`src/rtl/hps_led_pkg.sv`:
```
// Shared types and constants for the HPS board-LED status driver.
package hps_led_pkg;

    typedef enum logic [1:0] {
        MODE_BOOT  = 2'd0,
        MODE_RUN   = 2'd1,
        MODE_FAULT = 2'd2
    } mode_e;

    localparam int NUM_LEDS = 4;

    // Full-scale brightness for a PWM counter of the given width.
    function automatic int pwm_max(input int bits);
        return (1 << bits) - 1;
    endfunction

    // Counter width able to hold 0 .. n-1, never narrower than one bit.
    function automatic int cnt_width(input int n);
        return (n > 1) ? $clog2(n) : 1;
    endfunction

endpackage

```
`src/rtl/hps_led_pwm_channel.sv`:
```
// One LED fade channel: brightness ramps toward its on/off target on each fade
// strobe and is compared against the shared PWM counter.
module hps_led_pwm_channel
    import hps_led_pkg::*;
#(
    parameter int PWM_BITS = 8
) (
    input  logic                clk,
    input  logic                rst_n,
    input  logic                fade_strobe,
    input  logic                target_on,
    input  logic                clear,
    input  logic [PWM_BITS-1:0] pwm_cnt,
    output logic [PWM_BITS-1:0] brightness,
    output logic                lit
);

    localparam logic [PWM_BITS-1:0] MAX = PWM_BITS'(pwm_max(PWM_BITS));

    // NOTE: state registers use non-blocking (<=) so every flop samples pre-edge values.
    always_ff @(posedge clk or negedge rst_n) begin
        if (!rst_n) begin
            brightness <= '0;
        end else if (clear) begin
            brightness <= '0;
        end else if (fade_strobe) begin
            if (target_on && brightness != MAX) begin
                brightness <= brightness + PWM_BITS'(1);
            end else if (!target_on && brightness != '0) begin
                brightness <= brightness - PWM_BITS'(1);
            end
        end
    end

    // Raw duty compare; the pwm_cnt == MAX slot is never lit here, so the caller
    // forces full scale on from brightness.
    assign lit = (pwm_cnt < brightness);

endmodule

```
`src/rtl/hps_led_status_driver.sv`:
```
// Board-LED driver behind the HPS subsystem: boot chase, PWM fade in run,
// latched unison blink after a watchdog reset.
module hps_led_status_driver
    import hps_led_pkg::*;
#(
    parameter int PWM_BITS       = 8,
    parameter int FADE_DIV       = 390625,
    parameter int CHASE_CYCLES   = 12500000,
    parameter int BLINK_CYCLES   = 25000000,
    parameter int LED_ACTIVE_LOW = 1
) (
    input  logic                clk_100_clk,
    input  logic                reset_reset_n,
    input  logic [NUM_LEDS-1:0] led_pio_in,
    input  logic                h2f_reset,
    input  logic                wd_reset_n,
    input  logic                ninit_done,
    output logic [NUM_LEDS-1:0] led_out,
    output logic [1:0]          led_mode,
    output logic [7:0]          wd_fault_count
);

    localparam int FADE_W  = cnt_width(FADE_DIV);
    localparam int CHASE_W = cnt_width(CHASE_CYCLES);
    localparam int BLINK_W = cnt_width(BLINK_CYCLES);
    localparam int IDX_W   = $clog2(NUM_LEDS);
    localparam logic [PWM_BITS-1:0] MAX     = PWM_BITS'(pwm_max(PWM_BITS));
    localparam logic [NUM_LEDS-1:0] LED_OFF = (LED_ACTIVE_LOW != 0) ? '1 : '0;

    mode_e                mode, mode_next;
    logic                 enter_fault;
    logic [PWM_BITS-1:0]  pwm_cnt;
    logic [FADE_W-1:0]    fade_cnt;
    logic                 fade_strobe;
    logic [CHASE_W-1:0]   chase_cnt;
    logic [IDX_W-1:0]     chase_idx;
    logic [BLINK_W-1:0]   blink_cnt;
    logic                 blink_on;
    logic [NUM_LEDS-1:0]  ch_lit, run_lit, lit_vec;
    logic [PWM_BITS-1:0]  brightness [NUM_LEDS];

    // NOTE: every always_comb output gets a default first so no latch is inferred.
    always_comb begin
        mode_next   = mode;
        enter_fault = 1'b0;
        if (!wd_reset_n) begin
            mode_next   = MODE_FAULT;
            enter_fault = (mode != MODE_FAULT);
        end else if (mode == MODE_FAULT) begin
            if (h2f_reset) mode_next = MODE_BOOT;
        end else begin
            mode_next = (ninit_done || h2f_reset) ? MODE_BOOT : MODE_RUN;
        end
    end

    always_ff @(posedge clk_100_clk or negedge reset_reset_n) begin
        if (!reset_reset_n) begin
            mode           <= MODE_BOOT;
            wd_fault_count <= '0;
            pwm_cnt        <= '0;
            fade_cnt       <= '0;
        end else begin
            mode     <= mode_next;
            pwm_cnt  <= pwm_cnt + PWM_BITS'(1);
            fade_cnt <= fade_strobe ? '0 : fade_cnt + FADE_W'(1);
            if (enter_fault && wd_fault_count != 8'hFF) begin
                wd_fault_count <= wd_fault_count + 8'd1;
            end
        end
    end

    assign fade_strobe = (fade_cnt == FADE_W'(FADE_DIV - 1));
    assign led_mode    = mode;

    // Chase and blink prescalers sit at zero outside their mode, so each entry restarts them.
    always_ff @(posedge clk_100_clk or negedge reset_reset_n) begin
        if (!reset_reset_n) begin
            chase_cnt <= '0;
            chase_idx <= '0;
            blink_cnt <= '0;
            blink_on  <= 1'b1;
        end else begin
            if (mode != MODE_BOOT) begin
                chase_cnt <= '0;
                chase_idx <= '0;
            end else if (chase_cnt == CHASE_W'(CHASE_CYCLES - 1)) begin
                chase_cnt <= '0;
                chase_idx <= chase_idx + IDX_W'(1);
            end else begin
                chase_cnt <= chase_cnt + CHASE_W'(1);
            end

            if (mode != MODE_FAULT) begin
                blink_cnt <= '0;
                blink_on  <= 1'b1;
            end else if (blink_cnt == BLINK_W'(BLINK_CYCLES - 1)) begin
                blink_cnt <= '0;
                blink_on  <= ~blink_on;
            end else begin
                blink_cnt <= blink_cnt + BLINK_W'(1);
            end
        end
    end

    for (genvar i = 0; i < NUM_LEDS; i++) begin : g_ch
        hps_led_pwm_channel #(.PWM_BITS(PWM_BITS)) u_ch (
            .clk         (clk_100_clk),
            .rst_n       (reset_reset_n),
            .fade_strobe (fade_strobe && mode == MODE_RUN),
            .target_on   (led_pio_in[i]),
            .clear       (mode == MODE_BOOT),
            .pwm_cnt     (pwm_cnt),
            .brightness  (brightness[i]),
            .lit         (ch_lit[i])
        );
        assign run_lit[i] = ch_lit[i] || (brightness[i] == MAX);
    end

    always_comb begin
        lit_vec = '0;
        unique case (mode)
            MODE_BOOT:  lit_vec = NUM_LEDS'(1) << chase_idx;
            MODE_RUN:   lit_vec = run_lit;
            MODE_FAULT: lit_vec = {NUM_LEDS{blink_on}};
            default:    lit_vec = '0;
        endcase
    end

    always_ff @(posedge clk_100_clk or negedge reset_reset_n) begin
        if (!reset_reset_n) begin
            led_out <= LED_OFF;
        end else begin
            led_out <= (LED_ACTIVE_LOW != 0) ? ~lit_vec : lit_vec;
        end
    end

endmodule

```
`config.mk`:
```
export PLATFORM = sky130hd
export DESIGN_NAME = hps_led_status_driver
export DESIGN_NICKNAME = d
export VERILOG_FILES = /design/src/rtl/hps_led_pkg.sv /design/src/rtl/hps_led_pwm_channel.sv /design/src/rtl/hps_led_status_driver.sv
export SDC_FILE = /design/constraint.sdc
export NUM_CORES = 1
export LEC_CHECK = 0
export ABC_AREA = 1
export CORE_MARGIN = 3
export CORE_UTILIZATION = 52
export CTS_BUF_LIST = sky130_fd_sc_hd__clkbuf_4 sky130_fd_sc_hd__clkbuf_8
export CTS_CLUSTER_SIZE = 28
export DETAILED_ROUTE_END_ITERATION = 8
export PLACE_DENSITY = 0.68
export SYNTH_ARGS = -nofsm -noshare
export SYNTH_HDL_FRONTEND = slang
export SYNTH_SLANG_ARGS = --single-unit
```
`constraint.sdc`:
```
create_clock -name clk_100_clk -period 1.7 [get_ports clk_100_clk]
set_input_delay 0.17 -clock clk_100_clk [delete_from_list [all_inputs] [get_ports clk_100_clk]]
set_output_delay 0.17 -clock clk_100_clk [all_outputs]
set_load 0.05 [all_outputs]
```
-- Yosys cells after proc, flatten, opt, wreduce, memory -nomap -nowiden
Cells that the tools add are included.
- register bits after elaboration: 125
- bits of input ports: 9
- output and inout port bits: 14
- $add $sub $neg: 14
- order comparisons: 4
- equal/unequal tests: 16
- shift operators: 1
- muxes and demuxes: 31
- bitwise logic cells: 2
- reductions and logical operators: 36
- operator list (kind ; count):
    $mux W8 ; 16
    $mux W25 ; 2
    $add A8 B1 Y8 const B ; 6
    $mux W24 ; 2
    $ne A8 B8 Y1 const B ; 5
    $eq A8 B8 Y1 const B ; 4
    $lt A8 B8 Y1 ; 4
    $reduce_bool A8 Y1 ; 4
    $sub A8 B1 Y8 const B ; 4
    $add A25 B1 Y25 const B ; 1
    $eq A25 B25 Y1 const B ; 1
    $add A24 B1 Y24 const B ; 1
    $eq A24 B24 Y1 const B ; 1
    $add A19 B1 Y19 const B ; 1
    $eq A19 B19 Y1 const B ; 1
    $mux W19 ; 1
    $pmux W4 S3 ; 1
    $reduce_bool A3 Y1 ; 4
    $logic_and A1 B1 Y1 ; 10
    $mux W2 ; 5
    $reduce_and A2 Y1 ; 4
    $reduce_bool A2 Y1 ; 4
    $logic_or A1 B1 Y1 ; 5
    $logic_not A1 Y1 ; 4
    10 further kinds ; 13

-- Logic depth before layout (Yosys ltp)
- word-level depth: 6
- mapped depth: 15
- mapped depth without buffers: 15

-- By module
From an unflattened synthesis, not the netlist that was laid out.
- cells, all modules: 1236
- area total of the unflattened synthesis: 8889.8 µm²
- by module, submodules not included (module ; instances ; cells an instance ; area each (µm²) ; seq. area each (µm²)):
    hps_led_status_driver ; 1 ; 672 ; 5211.2 ; 2333.5
    hps_led_pwm_channel ; 4 ; 141 ; 919.6 ; 200.2

-- Worst setup path after synthesis
OpenSTA, ideal clock, no wires.
- kind: register -> register
- start point: register g_ch[1].u_ch.brightness[0]
- end point: register g_ch[1].u_ch.brightness[5]
- library setup time: 0.117 ns
- arrival: 1.824 ns
- path slack: -0.241 ns
- stages on the path, launching flop included: 12
- buffers on the path: 0
- period minus slack after synthesis: 1.941 ns
- cell sequence: dfrtp_1 > nand2_1 > nor2_1 > nand2_1 > nand2_1 > ha_1 > or2_2 > nand2_1 > o21ai_0 > xor2_1 > nand2_1 > nand2_1
- longest elaborated chain between the ends: 5
- elaborated cells between the ends (all ways): 12
- those cells by class: 2 x add/sub; 1 x eq/ne; 4 x mux; 5 x reduce/logical
- ends and longest elaborated chain (what ; RTL line ; text):
    start, declared ; hps_led_pwm_channel.sv:14 ; output logic [PWM_BITS-1:0] brightness,
    start signal, assigned ; hps_led_pwm_channel.sv:28 ; brightness <= brightness + PWM_BITS'(1);
    start signal, assigned ; hps_led_pwm_channel.sv:30 ; brightness <= brightness - PWM_BITS'(1);
    $sub A8 B1 Y8 / $ne A8 B8 Y1 (equally long branches) ; hps_led_pwm_channel.sv:30, hps_led_pwm_channel.sv:27 ;
    $mux W8 / $logic_and A1 B1 Y1 (equally long branches) ; hps_led_pwm_channel.sv:29, hps_led_pwm_channel.sv:27 ;
    $mux W8 ; hps_led_pwm_channel.sv:27 ; if (target_on && brightness != MAX) begin
    $mux W8 ; hps_led_pwm_channel.sv:26 ; end else if (fade_strobe) begin
    $mux W8 ; hps_led_pwm_channel.sv:24 ; end else if (clear) begin
Several ways; a longest one is shown, not always the timed one. The select of a mux whose other input is x is not followed.
A chain may end at the register's enable or synchronous reset.

-- Worst setup path in the final report
- start point: register g_ch[0].u_ch.brightness[2]
- end point: register g_ch[0].u_ch.brightness[6]
- longest elaborated chain between the ends: 5
- elaborated cells between the ends (all ways): 12
- those cells by class: 2 x add/sub; 1 x eq/ne; 4 x mux; 5 x reduce/logical
- ends and longest elaborated chain (what ; RTL line):
    start, declared ; hps_led_pwm_channel.sv:14
    start signal, assigned ; hps_led_pwm_channel.sv:28
    start signal, assigned ; hps_led_pwm_channel.sv:30
    $sub A8 B1 Y8 / $ne A8 B8 Y1 (equally long branches) ; hps_led_pwm_channel.sv:30, hps_led_pwm_channel.sv:27
    $mux W8 / $logic_and A1 B1 Y1 (equally long branches) ; hps_led_pwm_channel.sv:29, hps_led_pwm_channel.sv:27
    $mux W8 ; hps_led_pwm_channel.sv:27
    $mux W8 ; hps_led_pwm_channel.sv:26
    $mux W8 ; hps_led_pwm_channel.sv:24
Several ways; a longest one is shown, not always the timed one. The select of a mux whose other input is x is not followed.

==> summary.txt <==
TritonRoute pass-1 iters: 5
register share of total power: 43.8%
XOR/XNOR share of the synthesized area: 4.61%
Placement Cell Area: 10,400 sq um
Yosys reg bits: 125
status: finished with violations
CP Capture Type: flop
Switching Power: 0.00221 W
Vias/cell: 5.07
average routed wire per standard cell: 13.0 microns
clock root buffer: clkbuf_8
count of non-filler cells in the finished layout: 1,658
Max Cap Viol: 0
number of global-route vias before repair: 7,870
Fillers: 1,371
CTS HTree Levels: 4
sequential fraction of the synthesis area: 35.8%
Max Freq: 523 MHz
leakage: 5.73 nW
Avg Inst Size Synth: 7.05 sq um
commonest cells after routing, fill and taps aside: nand2_1 (315), inv_1 (157), nor2_1 (157)
final wirelength: 21,600 microns
die height: 136 microns
gpl congestion: 0.902
Clk pin slew, worst setup/hold paths: 80 ps
Int Pwr: 0.00514 W
switching portion of total power: 30.1%
mux share of post-synthesis cell area: 0%
Arr. time, crit path: 2240 ps
Reg-to-Reg Start: g_ch[0].u_ch.brightness[2]
Max Slew Vio Count: 0
Worst Path Required: 2030 ps
share of cells above drive strength 1: 26.3%
Pwr Density: 636 nW/um^2
final worst-path cycle share: 113%
drt initial violations: 332
mapped cell area: 8740 sq um
maximum vdd drop: 1.02 mV
largest cells by area after synthesis: dfrtp_1 (34%), nand2_1 (15%), ha_1 (8.9%), nor2_1 (7.4%), inv_1 (7.4%)
Slowest Stage Delay on Critical Path: 370 ps
number of distinct library cells after synthesis: 39
clk buf depth: 2
Worst Path Buf+Inv: 3
CP Launch Type: flop
Final Hold Viols: 0
number of port buffers: 22
CTS tree: done
Mapped Cells: 1,241
Rows: 46
number of vias in the routed layout: 8,412
Met1 Routed Length: 10,400 microns
met2 wire len: 10,300 microns
Starting Density: 54.1%
Post-Synth Simple-Gate Area: 37.3%
Synth top area share: 34.3%
failing checks: negative setup slack
Die X: 136 microns
RSZ-0062 raised after global routing: yes
Final setup viols: 24
minimum clock period: 1910 ps
ant diodes: 0
kind of critical path: reg -> reg
Final Util: 71.6%
main combinational cell family by area after synthesis: simple AND/OR/NAND/NOR gates
clock network power share: 38.9%
Residual DRC: 0
synthesized-area fraction occupied by adder cells: 9.79%
Tightest Pin Transition: 834 ps
GR Overflow Total: 0
DR top layer: met4
Top Ports: 23
Design Area, Final: 11,600 sq um
CP max-delay cell: dfrtp_1
largest net degree at the start of global routing: 46
metal3 WL: 614 microns
Worst R2R Path Depth: 14
yosys warns: 0
fin nets: 1,504
post-synth net total: 1,316
Reg2Reg Setup Slack: -210 ps
die area: 18,400 sq um
CTS Buf Count: 17
first-pass GRT wire length: 36,000 microns
Total Routing Usage GR: 23.9%
Worst path most repeated cell: nand2_1
Post-DP HPWL: 15,600 microns
Post-DRT Antenna Nets: 0
Post-Place Cells: 1,597
Comb pwr share: 17.3%
worst setup margin: -214 ps
CTS sink cnt: 125
clk_lat worst skew: 450 ps
Final Skew: 11.3 ps
Max-slew headroom: 44.3%
antenna violations before repair: 0
Area Growth Syn to Fin: 32.4%
worst-path maximum fanout: 5
worst flop-to-flop path endpoint: g_ch[0].u_ch.brightness[6]
worst min-delay path class: in -> async
Compound-Gate Fraction of Synth Area: 3.91%
Core Box Area: 16,200 sq um
leading area contributor after synthesis: dfrtp_1
crit path cell chain: nand2_1 -> nor2_2 -> nand2_2 -> nand2_4 -> inv_2 -> fa_2 -> inv_2 -> nand4_1 -> nand3_1 -> nand2_1 -> nand2_1 -> inv_1 -> nand2_1 -> nand2_1
Worst path top cell family by delay: simple AND/OR/NAND/NOR gates
most common cell after layout, fill and taps aside: nand2_1
layout make-up:
type                            count  area, sq um  share of cell area [%]
Tap cell                          216          270                    2.34
Multi-Input combinational cell    922         5600                    48.4
Timing Repair Buffer              177         1420                    12.3
Clock buffer                       20          269                    2.32
Sequential cell                   125         3140                    27.1
Inverter                          186          711                    6.14
Clock inverter                     12          160                    1.38
per-layer routing:
layer | global-route usage [%] | vias to the layer above
met3 | 4.20 | 25
met4 | 5.54 | 0
met1 | 33.3 | 3951
met2 | 39.2 | 129
met5 | 0 | -
li1 | - | 4307
flip-flops by register name, indices dropped and copies added (netlist names):
signal / cells
chase_idx: 2
chase_cnt: 24
led_mode: 2
fade_cnt: 19
blink_cnt: 25
g_ch.u_ch.brightness: 32
wd_fault_count: 8
led_out: 4
pwm_cnt: 8
blink_on: 1
Yosys cell counts:
cell type and count:
ha_1 62, nor3_1 32, xnor2_1 19, nor2_8 1, nor2_2 8, nand4_2 1
inv_1 172, o21a_1 2, dfrtp_1 120, o21ai_1 3, clkinv_1 3, o21bai_1 3
nor2_4 6, xor2_1 27, nand3_4 3, or2_1 1, a31oi_1 3, buf_1 2
nor4b_1 1, nand2_2 5, nand4_1 24, buf_6 1, o21ai_0 15, clkbuf_1 4
a21o_1 2, nor2_1 173, a21oi_1 33, nor3b_1 5, nand3b_1 4, nand3_1 115
buf_2 3, fa_1 4, o211ai_1 2, dfstp_2 5, nand3_2 1, or2_2 9
nor4_1 3, inv_2 11, nand2_1 353
worst max-delay path by stage:
stage | from | endpoint | slack (ps) | cells after the start
floorplan | g_ch[0].u_ch.brightness[5] | g_ch[0].u_ch.brightness[7] | -120 | 15
global placement | led_pio_in[0] | g_ch[0].u_ch.brightness[7] | -290 | 13
detailed placement | led_pio_in[0] | g_ch[0].u_ch.brightness[7] | -290 | 13
CTS | g_ch[2].u_ch.brightness[6] | g_ch[2].u_ch.brightness[6] | -190 | 14
global route | g_ch[0].u_ch.brightness[2] | g_ch[0].u_ch.brightness[6] | -340 | 14
finish | g_ch[0].u_ch.brightness[2] | g_ch[0].u_ch.brightness[6] | -210 | 14
cells by family after synthesis:
group                      count (synthesis)
AOI/OAI and AO/OA                         63
xor gates and xnor gates                  46
adders and majority gates                 66
buffers and inverters                    196
DFF                                      125
and+or+nand+nor                          745
repair_timing:
item,4_1_cts,5_1_grt
setup endpoints to repair,28,64
gates cloned,1,1
endpoints found under the hold margin,43,0
pin swaps,36,53
buffers inserted,10,18
hold buffers,1,0
resized for setup,27,104
power groups by stage:
| stage | registers (W) | logic (W) | clock network, W |
|---|---|---|---|
| finish | 0.00322 | 0.00127 | 0.00286 |
| global route | 0.00324 | 0.00140 | 0.00304 |
| CTS | 0.00322 | 0.00124 | 0.00291 |
| detailed placement | 0.00327 | 0.00119 | 0 |
| global placement | 0.00327 | 0.00117 | 0 |
| floorplan | 0.00352 | 0.000474 | 0 |
per-stage QoR:
step,hold WS [ps],power (W),TNS [ps],setup slack (ps)
after floorplan,-126,0.00400,-1380,-116
after global placement,127,0.00445,-3970,-286
after detailed placement,130,0.00447,-4410,-288
after CTS,215,0.00736,-2670,-187
after global routing,220,0.00769,-6420,-337
final,210,0.00736,-2990,-214
(Power assumes the default switching activity.)
